===== config.mk =====
export PLATFORM = sky130hd
export DESIGN_NAME = ifetch_axi_master_flat
export DESIGN_NICKNAME = d
export VERILOG_FILES = /design/src/rtl/ifetch_axi_master_if.sv /design/src/rtl/ifetch_axi_master.sv /design/src/flat_wrapper.sv
export SDC_FILE = /design/constraint.sdc
export NUM_CORES = 1
export LEC_CHECK = 0
export BUFFER_PORTS_ARGS = -buffer_cell sky130_fd_sc_hd__clkbuf_2
export CAP_MARGIN = 30
export CORE_UTILIZATION = 45
export CTS_CLUSTER_SIZE = 12
export DETAILED_ROUTE_END_ITERATION = 8
export GPL_ROUTABILITY_DRIVEN = 0
export PLACE_DENSITY = 0.68
export SLEW_MARGIN = 30
export SYNTH_ARGS = -nofsm -noshare
export SYNTH_HDL_FRONTEND = slang
export SYNTH_SLANG_ARGS = --single-unit

===== constraint.sdc =====
create_clock -name clk -period 4.3 [get_ports clk]
set_clock_uncertainty 0.05 [all_clocks]
set_input_delay 0.43 -clock clk [delete_from_list [all_inputs] [get_ports clk]]
set_output_delay 0.43 -clock clk [all_outputs]
set_load 0.01 [all_outputs]

===== src/rtl/ifetch_axi_master_if.sv =====
// Bundle of the fetch request, fetched-word stream, AXI AR channel and AXI R channel
// seen by ifetch_axi_master.
//   master modport: the fetch engine's view (drives req_ready, resp_*, AR*, RREADY_M).
//   slave modport : the surrounding environment's view (requester, consumer and AXI slave).
interface ifetch_axi_master_if;
  // Fetch request
  logic        req_valid;
  logic        req_ready;
  logic [31:0] req_addr;
  logic [3:0]  req_len;
  // Fetched-word stream
  logic        resp_valid;
  logic        resp_ready;
  logic [31:0] resp_data;
  logic        resp_last;
  logic        resp_err;
  // AXI read address channel
  logic [3:0]  ARID_M;
  logic [31:0] ARADDR_M;
  logic [3:0]  ARLEN_M;
  logic [2:0]  ARSIZE_M;
  logic [1:0]  ARBURST_M;
  logic        ARVALID_M;
  logic        ARREADY_M;
  // AXI read data channel
  logic [3:0]  RID_M;
  logic [31:0] RDATA_M;
  logic [1:0]  RRESP_M;
  logic        RLAST_M;
  logic        RVALID_M;
  logic        RREADY_M;

  modport master (
    input  req_valid, req_addr, req_len,
    output req_ready,
    output resp_valid, resp_data, resp_last, resp_err,
    input  resp_ready,
    output ARID_M, ARADDR_M, ARLEN_M, ARSIZE_M, ARBURST_M, ARVALID_M,
    input  ARREADY_M,
    input  RID_M, RDATA_M, RRESP_M, RLAST_M, RVALID_M,
    output RREADY_M
  );

  modport slave (
    output req_valid, req_addr, req_len,
    input  req_ready,
    input  resp_valid, resp_data, resp_last, resp_err,
    output resp_ready,
    input  ARID_M, ARADDR_M, ARLEN_M, ARSIZE_M, ARBURST_M, ARVALID_M,
    output ARREADY_M,
    output RID_M, RDATA_M, RRESP_M, RLAST_M, RVALID_M,
    input  RREADY_M
  );
endinterface


===== src/rtl/ifetch_axi_master.sv =====
// Instruction-fetch AXI read master. Accepts one fetch request (word address + beat count),
// issues a single INCR burst of 32-bit beats, checks each returned beat and buffers it in a
// small response FIFO that feeds the fetched-word stream.
// Ports:
//   clk  - clock, rising edge
//   rstn - synchronous active-low reset
//   bus  - ifetch_axi_master_if.master: req_*, resp_*, AXI AR and R channel signals
module ifetch_axi_master #(
  parameter logic [3:0]  MASTER_ID  = 4'd0,
  parameter int unsigned FIFO_DEPTH = 4
) (
  input logic                 clk,
  input logic                 rstn,
  ifetch_axi_master_if.master bus
);

  localparam int unsigned PtrW = (FIFO_DEPTH > 1) ? $clog2(FIFO_DEPTH) : 1;
  localparam int unsigned CntW = $clog2(FIFO_DEPTH + 1);

  typedef enum logic [1:0] {StIdle, StAddr, StData} state_e;

  state_e state_q, state_d;

  logic [3:0]  arid_q;
  logic [31:0] araddr_q;
  logic [3:0]  arlen_q;
  logic [2:0]  arsize_q;
  logic [1:0]  arburst_q;
  logic [3:0]  beat_cnt_q;

  logic [31:0] data_mem [FIFO_DEPTH];
  logic        last_mem [FIFO_DEPTH];
  logic        err_mem  [FIFO_DEPTH];
  logic [PtrW-1:0] wr_ptr_q, rd_ptr_q;
  logic [CntW-1:0] count_q, count_d;

  logic req_hs, ar_hs, push, pop, full, empty, beat_err;

  assign full  = (count_q == CntW'(FIFO_DEPTH));
  assign empty = (count_q == '0);

  assign req_hs = bus.req_valid && (state_q == StIdle);
  assign ar_hs  = bus.ARREADY_M && (state_q == StAddr);
  assign push   = bus.RVALID_M && bus.RREADY_M;
  assign pop    = !empty && bus.resp_ready;

  // Beat is flagged when the slave reports an error, answers for another ID, or its
  // RLAST does not line up with the length we asked for.
  assign beat_err = (bus.RRESP_M != 2'b00) || (bus.RID_M != MASTER_ID) ||
                    (bus.RLAST_M != (beat_cnt_q == arlen_q));

  always_comb begin
    state_d = state_q;
    unique case (state_q)
      StIdle: if (bus.req_valid) state_d = StAddr;
      StAddr: if (bus.ARREADY_M) state_d = StData;
      StData: if (push && bus.RLAST_M) state_d = StIdle;
      default: state_d = StIdle;
    endcase
  end

  always_ff @(posedge clk) begin
    if (!rstn) begin
      state_q <= StIdle;
    end else begin
      state_q <= state_d;
    end
  end

  // AR fields are captured once at request acceptance and held through the ADDR phase.
  always_ff @(posedge clk) begin
    if (!rstn) begin
      arid_q    <= '0;
      araddr_q  <= '0;
      arlen_q   <= '0;
      arsize_q  <= '0;
      arburst_q <= '0;
    end else if (req_hs) begin
      arid_q    <= MASTER_ID;
      araddr_q  <= {bus.req_addr[31:2], 2'b00};
      arlen_q   <= bus.req_len;
      arsize_q  <= 3'b010;
      arburst_q <= 2'b01;
    end
  end

  always_ff @(posedge clk) begin
    if (!rstn) begin
      beat_cnt_q <= '0;
    end else if (ar_hs) begin
      beat_cnt_q <= '0;
    end else if (push) begin
      beat_cnt_q <= beat_cnt_q + 4'd1;
    end
  end

  // FIFO storage needs no reset: nothing is visible while occupancy is zero.
  always_ff @(posedge clk) begin
    if (push) begin
      data_mem[wr_ptr_q] <= bus.RDATA_M;
      last_mem[wr_ptr_q] <= bus.RLAST_M;
      err_mem[wr_ptr_q]  <= beat_err;
    end
  end

  always_comb begin
    count_d = count_q;
    case ({push, pop})
      2'b10:   count_d = count_q + CntW'(1);
      2'b01:   count_d = count_q - CntW'(1);
      default: count_d = count_q;
    endcase
  end

  always_ff @(posedge clk) begin
    if (!rstn) begin
      wr_ptr_q <= '0;
      rd_ptr_q <= '0;
      count_q  <= '0;
    end else begin
      if (push) wr_ptr_q <= wr_ptr_q + PtrW'(1);
      if (pop)  rd_ptr_q <= rd_ptr_q + PtrW'(1);
      count_q <= count_d;
    end
  end

  always_comb begin
    bus.req_ready  = (state_q == StIdle);
    bus.ARVALID_M  = (state_q == StAddr);
    bus.ARID_M     = arid_q;
    bus.ARADDR_M   = araddr_q;
    bus.ARLEN_M    = arlen_q;
    bus.ARSIZE_M   = arsize_q;
    bus.ARBURST_M  = arburst_q;
    bus.RREADY_M   = (state_q == StData) && !full;
    bus.resp_valid = !empty;
    // Stale FIFO contents are masked so the stream reads as zero when empty.
    bus.resp_data  = empty ? 32'd0 : data_mem[rd_ptr_q];
    bus.resp_last  = empty ? 1'b0  : last_mem[rd_ptr_q];
    bus.resp_err   = empty ? 1'b0  : err_mem[rd_ptr_q];
  end

endmodule


===== src/flat_wrapper.sv =====
// flat-port wrapper written by rule: the top's interface ports become plain ports
module ifetch_axi_master_flat 
#(
  parameter logic [3:0]  MASTER_ID  = 4'd0,
  parameter int unsigned FIFO_DEPTH = 4
)
  (clk, rstn, bus_req_valid, bus_req_addr, bus_req_len, bus_req_ready, bus_resp_valid, bus_resp_data, bus_resp_last, bus_resp_err, bus_resp_ready, bus_ARID_M, bus_ARADDR_M, bus_ARLEN_M, bus_ARSIZE_M, bus_ARBURST_M, bus_ARVALID_M, bus_ARREADY_M, bus_RID_M, bus_RDATA_M, bus_RRESP_M, bus_RLAST_M, bus_RVALID_M, bus_RREADY_M);
  ifetch_axi_master_if bus_i ();
  input logic clk;
  input logic rstn;
  input wire logic [$bits(bus_i.req_valid)-1:0] bus_req_valid;
  input wire logic [$bits(bus_i.req_addr)-1:0] bus_req_addr;
  input wire logic [$bits(bus_i.req_len)-1:0] bus_req_len;
  output wire logic [$bits(bus_i.req_ready)-1:0] bus_req_ready;
  output wire logic [$bits(bus_i.resp_valid)-1:0] bus_resp_valid;
  output wire logic [$bits(bus_i.resp_data)-1:0] bus_resp_data;
  output wire logic [$bits(bus_i.resp_last)-1:0] bus_resp_last;
  output wire logic [$bits(bus_i.resp_err)-1:0] bus_resp_err;
  input wire logic [$bits(bus_i.resp_ready)-1:0] bus_resp_ready;
  output wire logic [$bits(bus_i.ARID_M)-1:0] bus_ARID_M;
  output wire logic [$bits(bus_i.ARADDR_M)-1:0] bus_ARADDR_M;
  output wire logic [$bits(bus_i.ARLEN_M)-1:0] bus_ARLEN_M;
  output wire logic [$bits(bus_i.ARSIZE_M)-1:0] bus_ARSIZE_M;
  output wire logic [$bits(bus_i.ARBURST_M)-1:0] bus_ARBURST_M;
  output wire logic [$bits(bus_i.ARVALID_M)-1:0] bus_ARVALID_M;
  input wire logic [$bits(bus_i.ARREADY_M)-1:0] bus_ARREADY_M;
  input wire logic [$bits(bus_i.RID_M)-1:0] bus_RID_M;
  input wire logic [$bits(bus_i.RDATA_M)-1:0] bus_RDATA_M;
  input wire logic [$bits(bus_i.RRESP_M)-1:0] bus_RRESP_M;
  input wire logic [$bits(bus_i.RLAST_M)-1:0] bus_RLAST_M;
  input wire logic [$bits(bus_i.RVALID_M)-1:0] bus_RVALID_M;
  output wire logic [$bits(bus_i.RREADY_M)-1:0] bus_RREADY_M;
  assign bus_i.req_valid = bus_req_valid;
  assign bus_i.req_addr = bus_req_addr;
  assign bus_i.req_len = bus_req_len;
  assign bus_req_ready = bus_i.req_ready;
  assign bus_resp_valid = bus_i.resp_valid;
  assign bus_resp_data = bus_i.resp_data;
  assign bus_resp_last = bus_i.resp_last;
  assign bus_resp_err = bus_i.resp_err;
  assign bus_i.resp_ready = bus_resp_ready;
  assign bus_ARID_M = bus_i.ARID_M;
  assign bus_ARADDR_M = bus_i.ARADDR_M;
  assign bus_ARLEN_M = bus_i.ARLEN_M;
  assign bus_ARSIZE_M = bus_i.ARSIZE_M;
  assign bus_ARBURST_M = bus_i.ARBURST_M;
  assign bus_ARVALID_M = bus_i.ARVALID_M;
  assign bus_i.ARREADY_M = bus_ARREADY_M;
  assign bus_i.RID_M = bus_RID_M;
  assign bus_i.RDATA_M = bus_RDATA_M;
  assign bus_i.RRESP_M = bus_RRESP_M;
  assign bus_i.RLAST_M = bus_RLAST_M;
  assign bus_i.RVALID_M = bus_RVALID_M;
  assign bus_RREADY_M = bus_i.RREADY_M;
  ifetch_axi_master #(.MASTER_ID(MASTER_ID), .FIFO_DEPTH(FIFO_DEPTH)) u_core (.clk(clk), .rstn(rstn), .bus(bus_i));
endmodule

Word level (Yosys, flattened, before mapping)
Memory sizes are Yosys's and may differ from the RTL's. A register that Yosys moved wholly into a read port is not among the register bits.
Index checks and enable logic that the tools add are counted.
- flip-flop bits (word level): 48
- bits in writable memories: 136
- input port bits: 81
- word-level logic and storage cells: 60
- memories kept: 3
- memories (name ; words ; bits a word ; rd ports ; clocked after Yosys merged registers in ; write ports ; line ; source):
    u_core.data_mem ; 4 ; 32 ; 1 ; 1 ; 1 ; ifetch_axi_master.sv:31 ; logic [31:0] data_mem [FIFO_DEPTH];
    u_core.err_mem ; 4 ; 1 ; 1 ; 1 ; 1 ; ifetch_axi_master.sv:33 ; logic err_mem [FIFO_DEPTH];
    u_core.last_mem ; 4 ; 1 ; 1 ; 1 ; 1 ; ifetch_axi_master.sv:32 ; logic last_mem [FIFO_DEPTH];
- $add $sub $neg: 5
- eq/ne operators: 10
- mux-type cells: 16
- bitwise operators: 1
- reduce and logical (&&, ||, !) cells: 17
- operators by type and width (kind ; number):
    32-bit two-way mux ; 1
    2-bit two-way mux ; 9
    1-bit logical AND ; 6
    2-bit one-hot mux with 3 select lines ; 1
    3-bit one-hot mux with 2 select lines ; 1
    2-bit by 1-bit adder with 2-bit output (second input constant) ; 2
    4-bit by 1-bit adder with 4-bit output (second input constant) ; 1
    2-bit by 1-bit == test with 1-bit output (second input constant) ; 2
    2-bit == test (second input constant) ; 2
    4-bit == test ; 1
    1-bit two-way mux ; 4
    2-bit by 1-bit inequality test with 1-bit output (second input constant) ; 2
    2-bit nonzero test ; 2
    4-bit nonzero test ; 1
    3-bit by 1-bit adder with 3-bit output (second input constant) ; 1
    3-bit == test (second input constant) ; 1
    3-bit zero test ; 1
    3-bit AND reduction ; 1
    3-bit by 1-bit subtractor with 3-bit output (second input constant) ; 1
    1-bit zero test ; 2
    2-bit zero test ; 1
    1-bit logical OR ; 2
    2-bit inequality test (second input constant) ; 1
    2-bit OR reduction ; 1
    other kinds (2) ; 2

Logic depth before layout (Yosys ltp)
Gate-level depths: netlist of run 1.
- depth in word-level cells: 7
- depth in mapped cells: 10
- gate-level depth less buffers: 9

Least setup slack after synthesis of run 1
No wires, ideal clock.
- path type: reg-to-reg
- from: reg u_core.count_q[2]
- to: reg u_core.count_q[2]
- data arrival time: 2.097 ns
- data required time: 4.180 ns
- slack: 2.083 ns
- stages on the path, launching flop included: 11
- buffers on the path: 1
- clock period less this slack: 2.217 ns
- path through: dfxtp_1 nor3b_1 clkbuf_1 nor2_1 inv_1 ha_1 inv_1 fa_1 xor2_1 or3_1 a21oi_1
- longest elaborated chain between the ends: 6
- elaborated cells between the ends (all ways): 13
- RTL lines (what ; line ; source):
    start, declared ; ifetch_axi_master.sv:35 ; logic [CntW-1:0] count_q, count_d;
    start signal, assigned ; ifetch_axi_master.sv:123 ; count_q <= count_d;
    3-bit == test ; ifetch_axi_master.sv:39 ; assign full = (count_q == CntW'(FIFO_DEPTH));
    1-bit zero test ; ifetch_axi_master.sv:135 ; bus.RREADY_M = (state_q == StData) && !full;
    1-bit logical AND ; ifetch_axi_master.sv:135 ;
    1-bit logical AND ; ifetch_axi_master.sv:44 ; assign push = bus.RVALID_M && bus.RREADY_M;
    2-bit by 1-bit == test with 1-bit output / 2-bit == test (equally long branches) ; ifetch_axi_master.sv:108 ; case ({push, pop})
    3-bit one-hot mux with 2 select lines / 2-bit nonzero test (equally long branches) ; n/a ;
Parallel ways exist; a longest one is shown, timed or not.
A chain may end at the register's enable or synchronous reset.

==> impl_metrics.toml, run 1 <==
[min_path]
hp-start = "bus_req_addr[18]"
worstHoldPathType = "input pin to flop"

[placed_design]
place_area_um2 = 8180
io_buffers = 152
dp_slack_ns = 1.70
detailed_place_hpwl_um = 9000
dp_cells = 822

[die]
rows = 46
start_util_pct = 45.9
die_area_um2 = 16600
coreArea_um2 = 15800
io_pins = 164
fp.dieH_um = 129
die_w_um = 129

[sta]
max_freq_mhz = 339
setup_ws_ns = 1.35
rsz0062_at_grt = "no"
worst_slew_pin_slew_ns = 0.949
setup_tns_ns = 0
maxSlewHeadroom_pct = 36.8
finalSetupViolations = 0
hold_slack_ns = 0.169
maxSlewViolCount = 0
hold_viol_final = 0
layout_min_cycle_time_ns = 2.95
period_share_pct = 68.6

[global_route]
grt_overflow = 0
grt_pass1_wl_um = 21900
gr-usage-all-layers_pct = 18.0
grt_antenna_before_repair = 0
grt_max_degree = 46
first_global_vias = 4254

[final_layout]
finish.utilization_pct = 55.8
stdcell_count = 854
most-common-layout-cells = "clkbuf_2, edfxtp_1, nand2_1, dfxtp_1, a21oi_1"
final_common_cell = "clkbuf_2"
finalInstanceArea_um2 = 8800
drive_gt1_share_pct = 36.1
fin_nets = 713
diodes = 0
area_growth_pct = 21.5

[yosys]
ys_seq_area_share_pct = 70.2
yosys_warnings = 0
synthAdderAreaFrac_pct = 1.31
synth-simple-area-share_pct = 9.59
yosys-mux-area-fraction_pct = 10.7
synth_top_family_by_area = "multiplexers"
synth-xor-area-share_pct = 0.968
synth-compound-area-share_pct = 3.96
postSynthAreaPerCell_um2 = 15.1
ys_seq_elements = 186
synthCells = 479
synth.distinct_cells = 35
synth.cell_area_um2 = 7240

[detailed_routing]
vias = 4301
drtIter0Drc = 279
wl_um = 14000
drc = 0
routedWlPerCell_um = 16.4
postRouteAntennaNets = 0
firstDrtPassIters = 4
vias_per_cell = 5.04

[critical_path]
crit_required_ns = 3.82
start_kind = "flop"
r2r_slack_ns = 1.93
crit_arrival_ns = 2.47
end_kind = "primary output"
timing.critical_path.fanout_max = 18
path_class = "flop to primary output"
r2r-start = "u_core.count_q[2]"

[clock_network]
clk_pin_slew_ns = 0.07
cts_setup_buffers = 0
cts_resized = 0
clockBufferDepth = 2
numCtsBuffers = 17
tritoncts = "done"
clock_latency_ns = 0.43
clkSinkCount = 186
hold_buffers = 0
htreeDepth = 4
cts-root-buf = "clkbuf_16"

[power_and_ir_drop]
max-vdd-ir-drop_mv = 0.265
p_leak_nw = 3.23
powerDensity_nw_per_um2 = 435
power_mw = 3.83

[status]
status = "complete, no violations"

[run]
maxCapViolCount = 0
-- cells by family (layout without fill, tap and decap cells) --
family | Yosys count | count (layout)
flip-flops | 186 | 186
AO/OA/AOI/OAI | 54 | 54
buffers and inverters | 48 | 199
XOR/XNOR | 8 | 8
AND/OR/NAND/NOR | 140 | 140
other | 1 | 9
adder cells (fa/ha/maj) | 7 | 7
multiplexers | 35 | 35
-- layout make-up --
type | instances | area (um^2)
Tap cell | 216 | 270
Fill cell | 1304 | 6970
Multi-Input combinational cell | 253 | 1990
Clock inverter | 15 | 174
Inverter | 11 | 41.3
Sequential cell | 186 | 5090
Clock buffer | 17 | 425
Timing Repair Buffer | 156 | 807
-- synth_stat cells, drive strengths merged --
cell / n / area, um^2
a21oi: 44 / 220
a311o: 1 / 10.0
and3: 4 / 25.0
and3b: 1 / 8.76
buf: 22 / 134
clkbuf: 15 / 56.3
conb: 1 / 3.75
dfxtp: 50 / 1000
edfxtp: 136 / 4080
fa: 1 / 20.0
ha: 6 / 75.1
inv: 11 / 41.3
mux2i: 1 / 10.0
mux4: 34 / 766
nand2: 69 / 259
nand2b: 1 / 6.26
nand3: 4 / 20.0
nand3b: 2 / 15.0
nor2: 10 / 37.5
nor2b: 35 / 219
nor3: 2 / 10.0
nor3b: 2 / 20.0
nor4: 2 / 12.5
nor4b: 1 / 8.76
o21ai: 5 / 25.0
o311ai: 1 / 8.76
o31ai: 3 / 22.5
or3: 2 / 12.5
or3b: 2 / 17.5
or4: 3 / 22.5
xor2: 8 / 70.1
-- worst max-delay path, cell delays in order (launching register included) --
cell      delay [ns]
dfxtp_2         0.74
buf_4           0.46
mux4_2          0.56
nor2b_1         0.15
clkbuf_2        0.12
-- registers in the layout, summed over array words and instances, names as in the netlist, named ones only --
signal / cells
u_core.data_mem: 128
u_core.bus.ARADDR_M: 30
u_core.beat_cnt_q: 4
u_core.bus.ARLEN_M: 4
u_core.err_mem: 4
u_core.last_mem: 4
u_core.count_q: 3
u_core.rd_ptr_q: 2
u_core.state_q: 2
u_core.wr_ptr_q: 2
u_core.bus.ARSIZE_M: 1
-- per-layer routing --
layer	part of all wire, %	up-vias	track usage, %
met3	6.3	19	5.57
met1	42	2108	22.0
met5	0	-	0
met2	50	140	29.8
li1	-	2034	-
met4	1.4	0	7.06
-- worst paths after layout --
check,to,cells after the start
worst max-delay path,bus_resp_data[25],4
worst min-delay path,u_core.bus.ARADDR_M[18],3
worst max register to register,u_core.count_q[2],10
worst min register to register,u_core.bus.ARADDR_M[21],2
-- where the power goes --
part           total [mW]  internal [mW]  switching [mW]
Clock                1.57          0.912           0.659
Sequential           1.98           1.95          0.0276
Combinational       0.274          0.124           0.150
Note: power is estimated with default switching activity, not from simulation.
==> run 2, diff against run 1 <==
--- a/config.mk
+++ b/config.mk
@@ -11,7 +11,7 @@
 export CTS_CLUSTER_SIZE = 12
 export DETAILED_ROUTE_END_ITERATION = 8
 export GPL_ROUTABILITY_DRIVEN = 0
-export PLACE_DENSITY = 0.68
+export PLACE_DENSITY = 0.71
 export SLEW_MARGIN = 30
 export SYNTH_ARGS = -nofsm -noshare
 export SYNTH_HDL_FRONTEND = slang
==> constraint.sdc (replaced) <==
create_clock -name clk -period 2.45 [get_ports clk]
set_clock_uncertainty 0.05 [all_clocks]
set_input_delay 0.245 -clock clk [delete_from_list [all_inputs] [get_ports clk]]
set_output_delay 0.245 -clock clk [all_outputs]
set_load 0.01 [all_outputs]
==> run 2 against run 1 <==
Effect of this change:
- wire length up 7.8%
- register-to-register slack lost 1.7 ns
- clock-buffer cell count stayed put
- critical path depth stayed put
- sequential cell count unchanged
- non-clock buffer count rose by 69
- critical endpoint is now bus_resp_data[31]
- largest cell class unchanged
- sequential share of layout area down 4.1 points
==> impl_metrics.toml, run 2 (same netlist as run 1, synthesis figures left out) <==
[status]
status = "complete, no violations"

[clock_network]
numCtsBuffers = 17
clkSinkCount = 186
tritoncts = "done"
clockBufferDepth = 2
clock_latency_ns = 0.42
clk_pin_slew_ns = 0.07
cts_setup_buffers = 0
cts-root-buf = "clkbuf_16"
htreeDepth = 4

[final_layout]
drive_gt1_share_pct = 32.8
fin_nets = 782
most-common-layout-cells = "clkbuf_2, edfxtp_1, nand2_1, dlygate4sd3_1, dfxtp_1"
final_common_cell = "clkbuf_2"
diodes = 0
finish.utilization_pct = 60.1
fillCellCount = 1224
largest_reg_flops = 128
top_register = "u_core.data_mem"
area_growth_pct = 30.8

[detailed_routing]
wl_um = 15100
vias = 4580
postRouteAntennaNets = 0
vias_per_cell = 4.96
drc = 0
routedWlPerCell_um = 16.4
firstDrtPassIters = 4
drtIter0Drc = 238

[min_path]
hp-start = "bus_ARREADY_M"
whs_path_depth = 3
worstHoldPathType = "input pin to flop"
hold_path_end = "u_core.state_q[0]"

[power_and_ir_drop]
powerDensity_nw_per_um2 = 716
max-vdd-ir-drop_mv = 0.433
p_leak_nw = 3.53

[global_route]
gr-usage-all-layers_pct = 18.9
grt_overflow = 0
first_global_vias = 4696
grt_max_degree = 46
grt_antenna_before_repair = 0
grt_pass1_wl_um = 23400

[sta]
worst_slew_pin_slew_ns = 0.914
setup_tns_ns = 0
setup_ws_ns = 0.246
maxSlewViolCount = 0
maxSlewHeadroom_pct = 39.1
layout_min_cycle_time_ns = 2.20
rsz0062_at_grt = "no"
hold_slack_ns = 0.0714
finalSetupViolations = 0
period_share_pct = 90.0
hold_viol_final = 0
max_freq_mhz = 454

[critical_path]
end_kind = "primary output"
rr_endpoint = "u_core.count_q[2]"
path_class = "flop to primary output"
r2r_cells = 9
start_kind = "flop"
crit_arrival_ns = 1.91
r2r-start = "u_core.count_q[2]"
crit_required_ns = 2.15
timing.critical_path.fanout_max = 34
r2r_slack_ns = 0.25

[run]
maxCapViolCount = 0

[die]
fp.dieH_um = 129
io_pins = 164
rows = 46
coreArea_um2 = 15800
start_util_pct = 45.9
die_area_um2 = 16600
die_w_um = 129

[placed_design]
detailed_place_hpwl_um = 9000
io_buffers = 152
dp_slack_ns = 0.272
[run 2: area by class of cell]
class	instances	area [um^2]	share of cell area, %
repair buffers	225	1510	16.0
clock buffers	17	425	4.49
inverters	11	41.3	0.436
well taps	216	270	2.85
multi-input cells	253	1970	20.8
flip-flops and latches	186	5090	53.7
clock inverters	15	163	1.72
[run 2: per-stage QoR]
step | total power [mW] | cells | cell area, um^2
after CTS | 6.83 | 922 | 9450
after global routing | 7.02 | 923 | 9470
after global placement | 4.01 | 824 | 8200
final | 6.78 | 923 | 9470
after floorplan | 3.82 | 487 | 7270
after detailed placement | 4.03 | 824 | 8200
[run 2: how the worst max path moves through the flow]
stage	to	slack [ns]	cells after the start
2_1_floorplan	u_core.count_q[2]	0.23	10
3_3_place_gp	u_core.count_q[2]	0.35	9
3_5_place_dp	u_core.count_q[2]	0.27	9
4_1_cts	bus_resp_data[31]	0.18	4
5_1_grt	u_core.count_q[2]	0.08	9
6_report	bus_resp_data[31]	0.25	4
[run 2: routing by layer]
layer	wire (um)	global-route usage [%]	vias to the layer above
li1	-	-	2172
met1	6420	23.2	2233
met2	7770	32.3	160
met3	810	4.91	15
met4	142	6.85	0
met5	0	0	-
[run 2: power by group]
part	internal (mW)	switching (mW)
combinational	0.282	0.300
sequential	3.43	0.0391
clock	1.53	1.20
[run 2: repair_timing]
| action | 4_1_cts | 5_1_grt |
|---|---|---|
| endpoints found under the hold margin | 162 | 0 |
| hold buffers | 66 | 0 |
| gates resized for setup | 0 | 0 |
[run 2: worst max-delay path: stages, from the launching register on]
cell and delay [ns]:
dfxtp_2 0.34, buf_12 0.27, mux4_2 0.56, nor2b_1 0.16
clkbuf_2 0.15
